[config.mk]
export PLATFORM = sky130hd
export DESIGN_NAME = rcu_param
export DESIGN_NICKNAME = d
export VERILOG_FILES = /design/src/rtl/rcu_param.sv
export SDC_FILE = /design/constraint.sdc
export NUM_CORES = 1
export LEC_CHECK = 0
export CAP_MARGIN = 10
export CORE_MARGIN = 4
export CORE_UTILIZATION = 53
export DETAILED_ROUTE_END_ITERATION = 7
export MAX_ROUTING_LAYER = met4
export PLACE_DENSITY = 0.76
export SYNTH_ARGS = -nofsm -noshare
export SYNTH_HDL_FRONTEND = slang
export SYNTH_SLANG_ARGS = --single-unit
[constraint.sdc]
create_clock -name clk -period 2.35 [get_ports clk]
set_input_delay 0.235 -clock clk [delete_from_list [all_inputs] [get_ports clk]]
set_output_delay 0.235 -clock clk [all_outputs]
set_load 0.02 [all_outputs]
[src/rtl/rcu_param.sv]
// Receiver control unit for the UART RX path: bit timing, frame sequencing,
// parity/framing checks and buffer handshake for a configurable frame format.
module rcu_param #(
  parameter int DATA_BITS    = 8,
  parameter int CLKS_PER_BIT = 10,
  parameter int PARITY_EN    = 0,
  parameter int PARITY_ODD   = 0,
  parameter int STOP_BITS    = 1
) (
  input  logic clk,
  input  logic n_rst,
  input  logic start_bit_detected,
  input  logic serial_in,
  input  logic data_read,
  output logic shift_strobe,
  output logic load_buffer,
  output logic data_ready,
  output logic busy,
  output logic framing_error,
  output logic parity_error,
  output logic overrun_error
);

  localparam int HALF = CLKS_PER_BIT / 2;
  localparam int TW   = $clog2(CLKS_PER_BIT);
  localparam int BW   = $clog2(DATA_BITS + 1);

  localparam logic [2:0] IDLE      = 3'd0;
  localparam logic [2:0] START_CHK = 3'd1;
  localparam logic [2:0] DATA      = 3'd2;
  localparam logic [2:0] PARITY    = 3'd3;
  localparam logic [2:0] STOP      = 3'd4;
  localparam logic [2:0] LOAD      = 3'd5;

  logic [2:0]    state, state_nxt;
  logic [TW-1:0] timer;
  logic [BW-1:0] bit_cnt;
  logic          par_acc;
  logic          fe_int, pe_int;
  logic          fe_q, pe_q;
  logic          half_hit, bit_hit, data_last, stop_last;
  logic          overrun_new;

  assign half_hit  = (timer == TW'(HALF - 1));
  assign bit_hit   = (timer == TW'(CLKS_PER_BIT - 1));
  assign data_last = (bit_cnt == BW'(DATA_BITS - 1));
  assign stop_last = (bit_cnt == BW'(STOP_BITS - 1));

  always_comb begin
    state_nxt = state;
    case (state)
      IDLE:      if (start_bit_detected) state_nxt = START_CHK;
      START_CHK: if (half_hit) state_nxt = serial_in ? IDLE : DATA;
      DATA:      if (bit_hit && data_last) state_nxt = (PARITY_EN != 0) ? PARITY : STOP;
      PARITY:    if (bit_hit) state_nxt = STOP;
      STOP:      if (bit_hit && stop_last) state_nxt = LOAD;
      LOAD:      state_nxt = IDLE;
      default:   state_nxt = IDLE;
    endcase
  end

  // Flags become visible during LOAD itself; the registered copies hold them afterwards.
  assign busy          = (state != IDLE);
  assign shift_strobe  = (state == DATA) && bit_hit;
  assign load_buffer   = (state == LOAD) && !fe_int && !pe_int;
  assign framing_error = (state == LOAD) ? fe_int : fe_q;
  assign parity_error  = (state == LOAD) ? pe_int : pe_q;
  assign overrun_new   = load_buffer && data_ready && !data_read;

  always_ff @(posedge clk or negedge n_rst) begin
    if (!n_rst) begin
      state   <= IDLE;
      timer   <= '0;
      bit_cnt <= '0;
      par_acc <= 1'b0;
      fe_int  <= 1'b0;
      pe_int  <= 1'b0;
    end else begin
      state <= state_nxt;
      if (state_nxt != state || bit_hit) timer <= '0;
      else                               timer <= timer + 1'b1;
      case (state)
        START_CHK: if (half_hit && !serial_in) begin
          bit_cnt <= '0;
          par_acc <= 1'b0;
          fe_int  <= 1'b0;
          pe_int  <= 1'b0;
        end
        // bit_cnt is reused to count stop samples, so it restarts on leaving DATA
        DATA: if (bit_hit) begin
          par_acc <= par_acc ^ serial_in;
          bit_cnt <= data_last ? '0 : bit_cnt + 1'b1;
        end
        PARITY: if (bit_hit) pe_int <= par_acc ^ serial_in ^ (PARITY_ODD != 0);
        STOP: if (bit_hit) begin
          bit_cnt <= bit_cnt + 1'b1;
          if (!serial_in) fe_int <= 1'b1;
        end
        default: ;
      endcase
    end
  end

  always_ff @(posedge clk or negedge n_rst) begin
    if (!n_rst) begin
      fe_q          <= 1'b0;
      pe_q          <= 1'b0;
      data_ready    <= 1'b0;
      overrun_error <= 1'b0;
    end else begin
      if (state == LOAD) begin
        fe_q <= fe_int;
        pe_q <= pe_int;
      end
      if (load_buffer)    data_ready <= 1'b1;
      else if (data_read) data_ready <= 1'b0;
      if (overrun_new)    overrun_error <= 1'b1;
      else if (data_read) overrun_error <= 1'b0;
    end
  end

endmodule

# ---- Yosys cells after proc, flatten, opt, wreduce, memory -nomap -nowiden
# Index checks and enable logic that the tools add are counted.
dict set report classes {
  reduce_logical 26
  n_addsub 2
  n_bitwise 1
  eq_ne 14
  n_mux 25
}
# op n
set op_table {}
lappend op_table {{$mux W4} 5}
lappend op_table {{$mux W3} 5}
lappend op_table {{$pmux W3 S5} 1}
lappend op_table {{$pmux W4 S3} 1}
lappend op_table {{$ne A2 B2 Y1 const B} 5}
lappend op_table {{$reduce_bool A2 Y1} 5}
lappend op_table {{$mux W1} 9}
lappend op_table {{$add A4 B1 Y4 const B} 2}
lappend op_table {{$eq A4 B3 Y1 const B} 2}
lappend op_table {{$logic_and A1 B1 Y1} 8}
lappend op_table {{$reduce_and A4 Y1} 2}
lappend op_table {{$eq A3 B2 Y1 const B} 2}
lappend op_table {{$eq A3 B3 Y1 const B} 2}
lappend op_table {{$pmux W1 S2} 3}
lappend op_table {{$reduce_and A3 Y1} 2}
lappend op_table {{$reduce_bool A3 Y1} 2}
lappend op_table {{$eq A4 B4 Y1 const B} 1}
lappend op_table {{$logic_not A1 Y1} 4}
lappend op_table {{$logic_not A4 Y1} 1}
lappend op_table {{$eq A3 B1 Y1 const B} 1}
lappend op_table {{$logic_not A3 Y1} 1}
lappend op_table {{$ne A3 B3 Y1} 1}
lappend op_table {{$mux W2} 1}
lappend op_table {{$logic_or A1 B1 Y1} 1}
lappend op_table {{$xor A1 B1 Y1} 1}
dict set report word_totals {
  elab_cells 78
  inputBits 5
  output_inout_bits 7
  register_bits 18
}

# ---- Longest topological paths before layout
# Gate-level depths: netlist (run 1).
dict set report logic_depth {
  ltp_word 7
  mapped_depth 7
  depth_no_buf 6
}

# ---- Worst setup path before layout (run 1)
# No wires, ideal clock.
dict set report synth_path {
  path_type {reg-to-reg}
  startpoint {register timer[1]}
  endpoint {register par_acc}
  setup_ns 0.124
  required_ns 2.226
  period_less_slack_ns 1.696
  t_arrival_ns 1.572
  path_stages_with_launch 7
  setup_slack_ns 0.654
  path_buffers 0
  cell_sequence {dfrtp_1 inv_1 ha_1 nand3b_1 nor3_1 nand2_1 mux2i_1}
}
dict set report synth_between {
  elab_chain_cells 4
  word_cells_on_any_way 6
  classes_between {eq/ne: 4; reduce/logical: 2}
}
# element line
set synth_rtl {}
lappend synth_rtl {{from (decl)} 36} ;# logic [TW-1:0] timer;
lappend synth_rtl {{from (signal assigned)} 81} ;# else timer <= timer + 1'b1;
lappend synth_rtl {{$eq A4 B3 Y1} 44} ;# assign half_hit = (timer == TW'(HALF - 1));
lappend synth_rtl {{$logic_and A1 B1 Y1} 83} ;# START_CHK: if (half_hit && !serial_in) begin
lappend synth_rtl {{$ne A2 B2 Y1 (no source line)} n/a}
lappend synth_rtl {{$reduce_and A3 Y1 (no source line) (*)} n/a}
lappend synth_rtl {{to (signal assigned)} 91} ;# par_acc <= par_acc ^ serial_in;
lappend synth_rtl {{to (decl)} 38} ;# logic par_acc;
# Mark *: on every way between the ends. The rest lies on a longest branch, timed or not.
# A chain may end at the register's enable or synchronous reset.

# ---- Worst setup path in the final report (run 1)
dict set report layout_path {
  startpoint {register state[2]}
  endpoint {output parity_error}
}
dict set report layout_between {
  elab_chain_cells 2
}
# element line
set layout_rtl {}
lappend layout_rtl {{from (decl)} 35} ;# logic [2:0] state, state_nxt;
lappend layout_rtl {{from (signal assigned)} 79} ;# state <= state_nxt;
lappend layout_rtl {{$eq A3 B3 Y1} 67} ;# assign parity_error = (state == LOAD) ? pe_int : pe_q;
lappend layout_rtl {{$mux W1} n/a}
lappend layout_rtl {{to (decl)} 20} ;# output logic parity_error,
# Every way passes these cells.

==> results of run 1 <==
[final cells by class]
class,count,area (um2)
fill,147,596.8
sequential,18,451.7
tap,25,31.28
clock buffer,4,36.28
inverter,5,18.77
timing repair buffer,12,120.1
multi-input combinational,75,509.2
[flip-flops by register name, summed over array words and instances (netlist names)]
register       count
bit_cnt            4
overrun_error      1
par_acc            1
state              3
fe_int             1
timer              4
pe_int             1
fe_q               1
pe_q               1
data_ready         1
[kinds of logic after synthesis]
family,count (synthesis),synth area share (%)
AOI/OAI and AO/OA,18,11.12
xor gates and xnor gates,3,2.625
adders and majority gates,5,6.250
buffers and inverters,9,4.625
DFF,18,45.00
muxes,4,4.250
and+or+nand+nor,45,26.12
[worst max-delay path: stages, from the launching register on]
cell and delay, ns:
dfrtp_1 0.56, nand3b_1 0.22, mux2_2 0.28, clkdlybuf4s50_1 0.60
[worst paths after layout]
kind                            slack [ns]                      to
worst min register to register        0.50     par_acc$_DFFE_PN0P_
worst min-delay path                  0.40      timer[0]$_DFF_PN0_
max in group asynchronous             1.41      state[0]$_DFF_PN0_
min in group clk                      0.50     par_acc$_DFFE_PN0P_
worst max register to register        0.52  bit_cnt[2]$_DFFE_PN0P_
worst max-delay path                  0.17            parity_error
[power breakdown]
group / switching, mW / internal (mW)
sequential: 0.00269 / 0.313
combinational: 0.0106 / 0.00987
clock: 0.0916 / 0.0944
total: 0.105 / 0.417
[per-layer routing]
metal	part of all wire (%)	wire [um]	global-route usage [%]	vias to the layer above
met1	45	896	20.26	381
met5	0	0	-	-
met2	49	968	29.24	20
li1	-	-	-	384
met4	1.2	23	3.930	0
met3	5.0	99	6.122	4
[repair_timing]
action                                  in CTS  in global routing
endpoints found under the setup margin       0                  2
hold endpoints to repair                     0                  0
hold buffers                                 0                  0
gates resized for setup                      0                  3
buffers inserted                             0                  0
[cell usage in the layout, fill, tap and decap left out, types with 2 or more instances in the layout]
cell             netlist  routed
nor3_1                 5       4
xnor2_1                2       2
and3b_2                2       2
nor2_1                10      10
mux2i_1                2       2
mux2_2                 2       2
clkdlybuf4s50_1        0      10
o21ai_1                3       3
inv_1                  5       5
o21ai_0                3       3
nand2b_1               2       2
nand4_1                2       2
nand3b_1               2       2
nand3_1                8       8
a21o_1                 2       2
ha_1                   5       5
a21oi_1                6       6
dfrtp_1               18      17
nand2_1                6       6
clkbuf_4               0       3
==> impl_metrics.py, run 1 <==
metrics = {
    "clock_tree": {
        "clock-sinks": 18,
        "clk_pin_slew_ns": 0.10,
        "clock_latency_ns": 0.29,
        "tritoncts": "built",
        "htree_levels": 1,
        "cts-root-buf": "clkbuf_4",
        "cts_buffer_depth": 2,
        "cts_buffers": 3,
    },
    "sta": {
        "fin_setup_tns_ns": 0,
        "slew_headroom_pct": 46.57,
        "fin_crit_ns": 2.179,
        "tightestPinTransition_ns": 0.7989,
        "setup_ws_ns": 0.1714,
        "holdWs_ns": 0.3961,
        "skew_ns": 0.008298,
        "fmax_mhz": 459.0,
        "slew_viol_final": 0,
        "hold_violations": 0,
        "period_share_pct": 92.71,
        "rsz0062_at_grt": "false",
        "setup_viol": 0,
    },
    "logic_synthesis": {
        "synth_top_area_share_pct": 45.00,
        "synthArstFlopShare_pct": 100.0,
        "yosys.area.top_type": "dfrtp_1",
        "dominantRegCellSynth": "dfrtp_1",
        "ys_ff_latch": 18,
        "synthTopCellsByArea": "dfrtp_1 (45%), ha_1 (6.3%), nand3_1 (4.0%)",
        "avgSynthCellArea_um2": 9.813,
        "synth.distinct_cells": 35,
        "synth_cells": 102,
        "synth-seq-area-share_pct": 45.00,
        "synthMostInstantiatedCell": "dfrtp_1",
        "synth_commonest_cells": "dfrtp_1 (18), nor2_1 (10), nand3_1 (8)",
        "syn_area_mm2": 0.001001,
        "yosysWarningCount": 0,
        "synth_edf_count": 0,
        "synthesis.nets": 112,
    },
    "critical_path": {
        "crit_arrival_ns": 1.94,
        "critPathKind": "reg -> out",
        "reg2reg_depth": 6,
        "startpoint": "state[2]$_DFF_PN0_",
        "start_kind": "flop",
        "reg2reg_from": "timer[0]$_DFF_PN0_",
        "cp-end-kind": "output port",
        "worstPathRequired_ns": 2.12,
        "cp_max_fo": 11,
    },
    "layout": {
        "stdcell_count": 139,
        "layout-drive-gt1-share_pct": 14.91,
        "area_delta_synth_final_pct": 16.63,
        "diodes": 0,
        "nNetsFinal": 125,
        "final_area_mm2": 0.001167,
        "final_core_util_pct": 66.17,
    },
    "global_routing": {
        "grt.total_usage_pct": 17.52,
        "overflow": 0,
        "antenna_found_initial": 0,
        "grt_pass1_vias": 779,
        "grt_pass1_wl_mm": 3.332,
        "grt_max_degree": 19,
    },
    "die": {
        "die_y_um": 51.46,
        "core-area_mm2": 0.001764,
        "initial_core_util_pct": 56.74,
        "ios": 12,
        "rows": 15,
        "die-area_mm2": 0.002648,
        "die_w_um": 51.46,
    },
    "route": {
        "wl_per_cell_um": 14.30,
        "antenna_left": 0,
        "totalWireLength_mm": 1.988,
        "dr.pass1.iters": 5,
        "drc": 0,
        "drt_iter0_markers": 12,
        "vias_per_cell": 5.676,
        "vias": 789,
    },
    "placed_design": {
        "gp_congestion": 0.8378,
        "portBuffers": 11,
        "postPlaceCellArea_mm2": 0.001122,
        "pre_cts_slack_ns": 0.3609,
        "post-dp-hpwl_mm": 1.428,
        "place_inst": 135,
    },
    "run_status": {
        "status": "finished, final reports clean",
    },
    "power_and_ir_drop": {
        "ir_drop_uv": 313.5,
        "cellLeakagePower_nw": 0.5615,
        "power_density_mw_per_mm2": 447.0,
        "total_power_mw": 0.5218,
    },
    "run": {
        "maxCapViolations": 0,
    },
    "hold_path": {
        "hold_path.class": "in -> async",
    },
}
No activity file was read; power rests on OpenSTA's default activity.
==> run 2, diff against run 1 <==
- CELL_PAD_IN_SITES_DETAIL_PLACEMENT: default -> 1
- CELL_PAD_IN_SITES_GLOBAL_PLACEMENT: default -> 1
- CORE_UTILIZATION: 53 -> 41
- CTS_BUF_LIST: default -> sky130_fd_sc_hd__clkbuf_16
- PLACE_DENSITY: 0.76 -> default
- PLACE_DENSITY_LB_ADDON: default -> 0.1
==> run 2 against run 1 <==
Against the previous run: die area up 24%; wire length rose by 14%; combinational power increased by 9%; register-to-register slack barely moved; total power increased by 29%; setup slack improved by 0.016 ns; design area rose by 4.2%; count of clock-buffer cells in the layout down 1; critical path depth unchanged; first-iteration DRC count shrank 17%; cell count rose by 2.2%; clock skew shrank 0.0074 ns; highest routed layer unchanged.
==> impl_metrics.py, run 2 (synthesized netlist as in run 1, its figures left out) <==
metrics = {
    "placed_design": {
        "postPlaceCellArea_mm2": 0.001134,
        "pre_cts_slack_ns": 0.3457,
        "gp_congestion": 0.7960,
        "portBuffers": 11,
        "post-dp-hpwl_mm": 1.681,
    },
    "critical_path": {
        "crit_arrival_ns": 1.93,
        "r2r_slack_ns": 0.53,
        "crit_path_max_incr_delay_ns": 0.54,
        "worstPathRequired_ns": 2.12,
        "cp-end-kind": "output port",
        "reg2reg_from": "timer[0]$_DFF_PN0_",
        "path_cells": "nand3b_1, mux2_2, clkdlybuf4s50_1",
        "r2r_end": "bit_cnt[2]$_DFFE_PN0P_",
        "crit_path_top_delay_cell": "dfrtp_1",
        "critPathKind": "reg -> out",
        "cp_max_fo": 12,
        "reg2reg_depth": 6,
        "startpoint": "state[1]$_DFF_PN0_",
        "start_kind": "flop",
    },
    "sta": {
        "slew_viol_final": 0,
        "period_share_pct": 92.02,
        "tightestPinTransition_ns": 0.4192,
        "slew_headroom_pct": 71.95,
        "rsz0062_at_grt": "false",
        "fin_crit_ns": 2.163,
        "hold_violations": 0,
        "fmax_mhz": 462.4,
        "setup_ws_ns": 0.1875,
        "setup_viol": 0,
        "fin_setup_tns_ns": 0,
        "skew_ns": 0.0009084,
    },
    "layout": {
        "final_area_mm2": 0.001216,
        "area_delta_synth_final_pct": 21.50,
        "diodes": 0,
        "layout_commonest_cell": "dfrtp_1",
        "reg.largest.list": "bit_cnt (4), timer (4), state (3)",
        "final_core_util_pct": 53.44,
        "layout_common_cells": "dfrtp_1 (18), nor2_1 (10), clkdlybuf4s50_1 (10), nand3_1 (8)",
        "nNetsFinal": 126,
        "layout-drive-gt1-share_pct": 14.04,
    },
    "global_routing": {
        "grt_pass1_wl_mm": 3.946,
        "antenna_found_initial": 0,
        "grt_max_degree": 19,
        "grt.total_usage_pct": 16.17,
        "overflow": 0,
        "grt_pass1_vias": 827,
    },
    "route": {
        "drt_iter0_markers": 10,
        "drc": 0,
        "antenna_left": 0,
        "dr.pass1.iters": 4,
        "vias": 773,
        "wl_per_cell_um": 15.97,
        "totalWireLength_mm": 2.268,
        "vias_per_cell": 5.444,
    },
    "clock_tree": {
        "clock-sinks": 18,
        "cts-root-buf": "clkbuf_16",
        "cts_buffer_depth": 2,
        "tritoncts": "built",
        "clock_latency_ns": 0.25,
        "htree_levels": 1,
        "cts_buffers": 3,
        "clk_pin_slew_ns": 0.05,
        "cts_hold_repair.buffers": 0,
    },
    "power_and_ir_drop": {
        "power_density_mw_per_mm2": 553.6,
        "pwr-share-comb_pct": 3.3,
        "cellLeakagePower_nw": 0.5853,
        "internal-power_mw": 0.5484,
        "p_clk_share_pct": 49.6,
        "pwr-share-seq_pct": 47.0,
        "switching_power_mw": 0.1249,
        "swShare_pct": 18.55,
        "ir_drop_uv": 497.5,
    },
    "hold_path": {
        "hold_path.class": "in -> async",
    },
    "die": {
        "core-area_mm2": 0.002276,
        "ios": 12,
        "die_w_um": 57.41,
        "rows": 17,
        "initial_core_util_pct": 43.98,
        "die_y_um": 57.41,
        "die-area_mm2": 0.003296,
    },
    "run": {
        "maxCapViolations": 0,
    },
    "run_status": {
        "status": "finished, final reports clean",
    },
}
run 2: cell types whose count changed in the layout (fill, tap and decap cells not counted), sizes merged:
cell / change
buf: +1
clkbuf: -1
run 2: area by class of cell:
| type | instances | area [um2] |
|---|---|---|
| clock buffers | 3 | 75.07 |
| fillers | 258 | 1060 |
| inverters | 5 | 18.77 |
| multi-input cells | 75 | 509.2 |
| flip-flops and latches | 18 | 450.4 |
| well taps | 28 | 35.03 |
| repair buffers | 13 | 127.6 |
run 2: worst max path at each step:
stage                                     end  slack [ns]  depth (start not counted)
after detailed placement         shift_strobe        0.35                          5
after CTS                        shift_strobe        0.08                          5
after global placement            load_buffer        0.44                          3
after floorplan           par_acc$_DFFE_PN0P_        0.65                          6
final                            parity_error        0.19                          3
after global routing             parity_error        0.08                          3
run 2: critical path: cells and delay by family, from the launching register on:
| kind | cells | cell delay (ns) |
|---|---|---|
| buffers and inverters | 1 | 0.54 |
| flip-flops | 1 | 0.54 |
| multiplexers | 1 | 0.37 |
| AND/OR/NAND/NOR | 1 | 0.23 |
run 2: power groups by stage:
stage	sequential [mW]	clock [mW]	combinational [mW]
2_1_floorplan	0.321	0	0.00630
3_3_place_gp	0.322	0	0.0231
3_5_place_dp	0.322	0	0.0230
4_1_cts	0.316	0.341	0.0233
5_1_grt	0.317	0.355	0.0258
6_report	0.317	0.334	0.0224
run 2: repair_timing:
action                                  in CTS  in global routing
setup buffers                                0                  0
hold endpoints to repair                     0                  0
resized for setup                            0                  2
endpoints found under the setup margin       0                  2
run 2: routing by layer:
metal  share of wire, %  GRT usage (%)  vias up
met4                1.2          4.967        0
met2                 48          25.48       10
li1                   -              -      386
met3                3.7          4.525        4
met5                  0              -        -
met1                 47          20.00      373
run 2: metrics by stage:
stage	std cells	hold WS [ns]	power, mW
floorplan	102	-0.06059	0.3272
global placement	139	0.4870	0.3446
detailed placement	139	0.4939	0.3446
CTS	142	0.3282	0.6807
global route	142	0.3421	0.6972
finish	142	0.3192	0.6732
==> run 3, diff against run 2 <==
- CORE_UTILIZATION: 41 -> 44
- CTS_BUF_LIST: sky130_fd_sc_hd__clkbuf_16 -> sky130_fd_sc_hd__clkbuf_2 sky130_fd_sc_hd__clkbuf_4 sky130_fd_sc_hd__clkbuf_8
- CTS_CLUSTER_DIAMETER: default -> 120
==> run 3 against run 2 <==
Against the previous run: via count increased by 3.0%; total power decreased by 21%; clock power decreased by 42%; cell count unchanged; maximum frequency decreased by 0.22%; count of clock-buffer cells in the layout increased by 1; sequential share of layout area increased by 1.7 points; worst hold slack improved by 0.091 ns; setup slack got worse by 0.0047 ns; largest cell class unchanged; global-route usage decreased by 0.10 points; design area decreased by 4.0%.
==> impl_metrics.py, run 3 (synthesized netlist as in run 1, its figures left out) <==
metrics = {
    "route": {
        "drc": 0,
        "vias_per_cell": 5.606,
        "met2_length_mm": 1.169,
        "drt_iter0_markers": 12,
        "totalWireLength_mm": 2.228,
        "route.met3.wl_um": 60,
        "wl_met1_um": 962,
        "vias": 796,
        "routed.top_layer": "met4",
        "antenna_left": 0,
        "dr.pass1.iters": 4,
        "wl_per_cell_um": 15.69,
    },
    "critical_path": {
        "cp_max_fo": 11,
        "r2r_slack_ns": 0.49,
        "critPathKind": "reg -> out",
        "crit_path_max_incr_delay_ns": 0.54,
        "path_cells": "nand3b_1, mux2_2, clkdlybuf4s50_1",
        "r2r_end": "bit_cnt[2]$_DFFE_PN0P_",
        "reg2reg_from": "timer[0]$_DFF_PN0_",
        "cp-end-kind": "output port",
        "crit_end": "framing_error",
        "start_kind": "flop",
        "startpoint": "state[2]$_DFF_PN0_",
        "crit_arrival_ns": 1.93,
        "worstPathRequired_ns": 2.12,
        "reg2reg_depth": 6,
        "crit_path_top_delay_cell": "clkdlybuf4s50_1",
    },
    "hold_path": {
        "hold_path.class": "in -> async",
    },
    "clock_tree": {
        "htree_levels": 1,
        "clk_pin_slew_ns": 0.11,
        "cts_buffer_depth": 2,
        "post_cts_buffers": 0,
        "clock-sinks": 18,
        "tritoncts": "built",
        "clock_latency_ns": 0.29,
        "cts_buffers": 3,
        "cts-root-buf": "clkbuf_4",
    },
    "sta": {
        "fin_setup_tns_ns": 0,
        "fin_crit_ns": 2.167,
        "period_share_pct": 92.22,
        "slew_headroom_pct": 44.40,
        "hold_violations": 0,
        "setup_viol": 0,
        "fmax_mhz": 461.4,
        "skew_ns": 0.0007804,
        "tightestPinTransition_ns": 0.8314,
        "slew_viol_final": 0,
        "rsz0062_at_grt": "false",
    },
    "layout": {
        "fillerInstances": 247,
        "reg.largest.list": "bit_cnt (4), timer (4), state (3)",
        "stdcell_count": 142,
        "area_delta_synth_final_pct": 16.63,
        "layout_common_cells": "dfrtp_1 (17), nor2_1 (10), clkdlybuf4s50_1 (10), nand3_1 (8)",
        "multi_input_area_um2": 509.2,
        "nNetsFinal": 125,
        "layout-drive-gt1-share_pct": 14.91,
        "seq_area_um2": 451.7,
        "diodes": 0,
        "layout_commonest_cell": "dfrtp_1",
    },
    "die": {
        "rows": 17,
        "die-area_mm2": 0.003102,
        "ios": 12,
        "die_w_um": 55.70,
        "core-area_mm2": 0.002191,
        "die_y_um": 55.70,
        "initial_core_util_pct": 45.69,
    },
    "placed_design": {
        "portBuffers": 11,
        "post-dp-hpwl_mm": 1.723,
        "place_inst": 138,
        "gp_congestion": 0.7968,
    },
    "global_routing": {
        "grt_pass1_vias": 868,
        "grt_max_degree": 19,
        "overflow": 0,
        "grt.total_usage_pct": 16.07,
        "grt_pass1_wl_mm": 3.870,
        "antenna_found_initial": 0,
    },
    "run_status": {
        "status": "finished, final reports clean",
    },
    "power_and_ir_drop": {
        "power_density_mw_per_mm2": 453.9,
        "switching_power_mw": 0.1131,
        "swShare_pct": 21.34,
        "cellLeakagePower_nw": 0.5503,
        "pwr-share-comb_pct": 4.0,
        "p_clk_share_pct": 36.4,
        "internal-power_mw": 0.4169,
        "pwr-share-seq_pct": 59.6,
        "ir_drop_uv": 225.8,
    },
    "run": {
        "maxCapViolations": 0,
    },
}
[run 3: changes by cell type in the layout (fill, tap and decap cells not counted), sizes merged]
cell | before | now
clkbuf | 3 | 4
dlymetal6s2s | 1 | 0
buf | 2 | 1
dlygate4sd2 | 0 | 1
[run 3: worst min path at each step]
stage                   start                        end
2_1_floorplan           n_rst     bit_cnt[0]$_DFFE_PN0P_
3_3_place_gp   fe_q$_DFF_PN0_             fe_q$_DFF_PN0_
3_5_place_dp   pe_q$_DFF_PN0_             pe_q$_DFF_PN0_
4_1_cts                 n_rst         timer[3]$_DFF_PN0_
5_1_grt                 n_rst  overrun_error$_DFFE_PN0P_
6_report                n_rst  overrun_error$_DFFE_PN0P_
[run 3: cell type report]
cell class	count	area share [%]
timing repair buffer	12	9.968
multi-input combinational	75	43.62
inverter	5	1.608
clock buffer	4	3.108
sequential	18	38.69
tap	28	3.001
[run 3: critical path, delay by kind of cell, from the launching register on]
family	cells	cell delay, ns
simple gates	1	0.22
flops	1	0.52
mux	1	0.37
buf+inv	1	0.54
[run 3: power by group through the flow]
stage / sequential, mW / combinational, mW / clock (mW)
global placement: 0.321 / 0.0210 / 0
finish: 0.316 / 0.0213 / 0.193
detailed placement: 0.322 / 0.0219 / 0
CTS: 0.316 / 0.0220 / 0.200
floorplan: 0.321 / 0.00630 / 0
global route: 0.317 / 0.0244 / 0.216
[run 3: what timing repair did]
action,in CTS,in global routing
pin swaps,0,0
hold buffers,0,0
gates resized for setup,1,2
gates cloned,0,0
endpoints found under the setup margin,1,1
[run 3: metal layers]
layer  vias up  global-route usage, %
li1        386                      -
met4         0                  7.292
met1       397                  18.33
met3         4                  2.320
met2         9                  27.70
met5         -                      -
[run 3: per-stage QoR]
stage	util, %	hold slack (ns)	power, mW	instance area, um2	worst slack [ns]
CTS	53.00	0.4292	0.5382	1161	0.04128
floorplan	-	-0.06059	0.3272	1001	0.6544
global route	53.28	0.4658	0.5574	1167	0.06628
finish	53.28	0.4102	0.5299	1167	0.1828
detailed placement	51.40	0.4914	0.3437	1126	0.3207
global placement	51.40	0.4833	0.3423	1126	0.3979
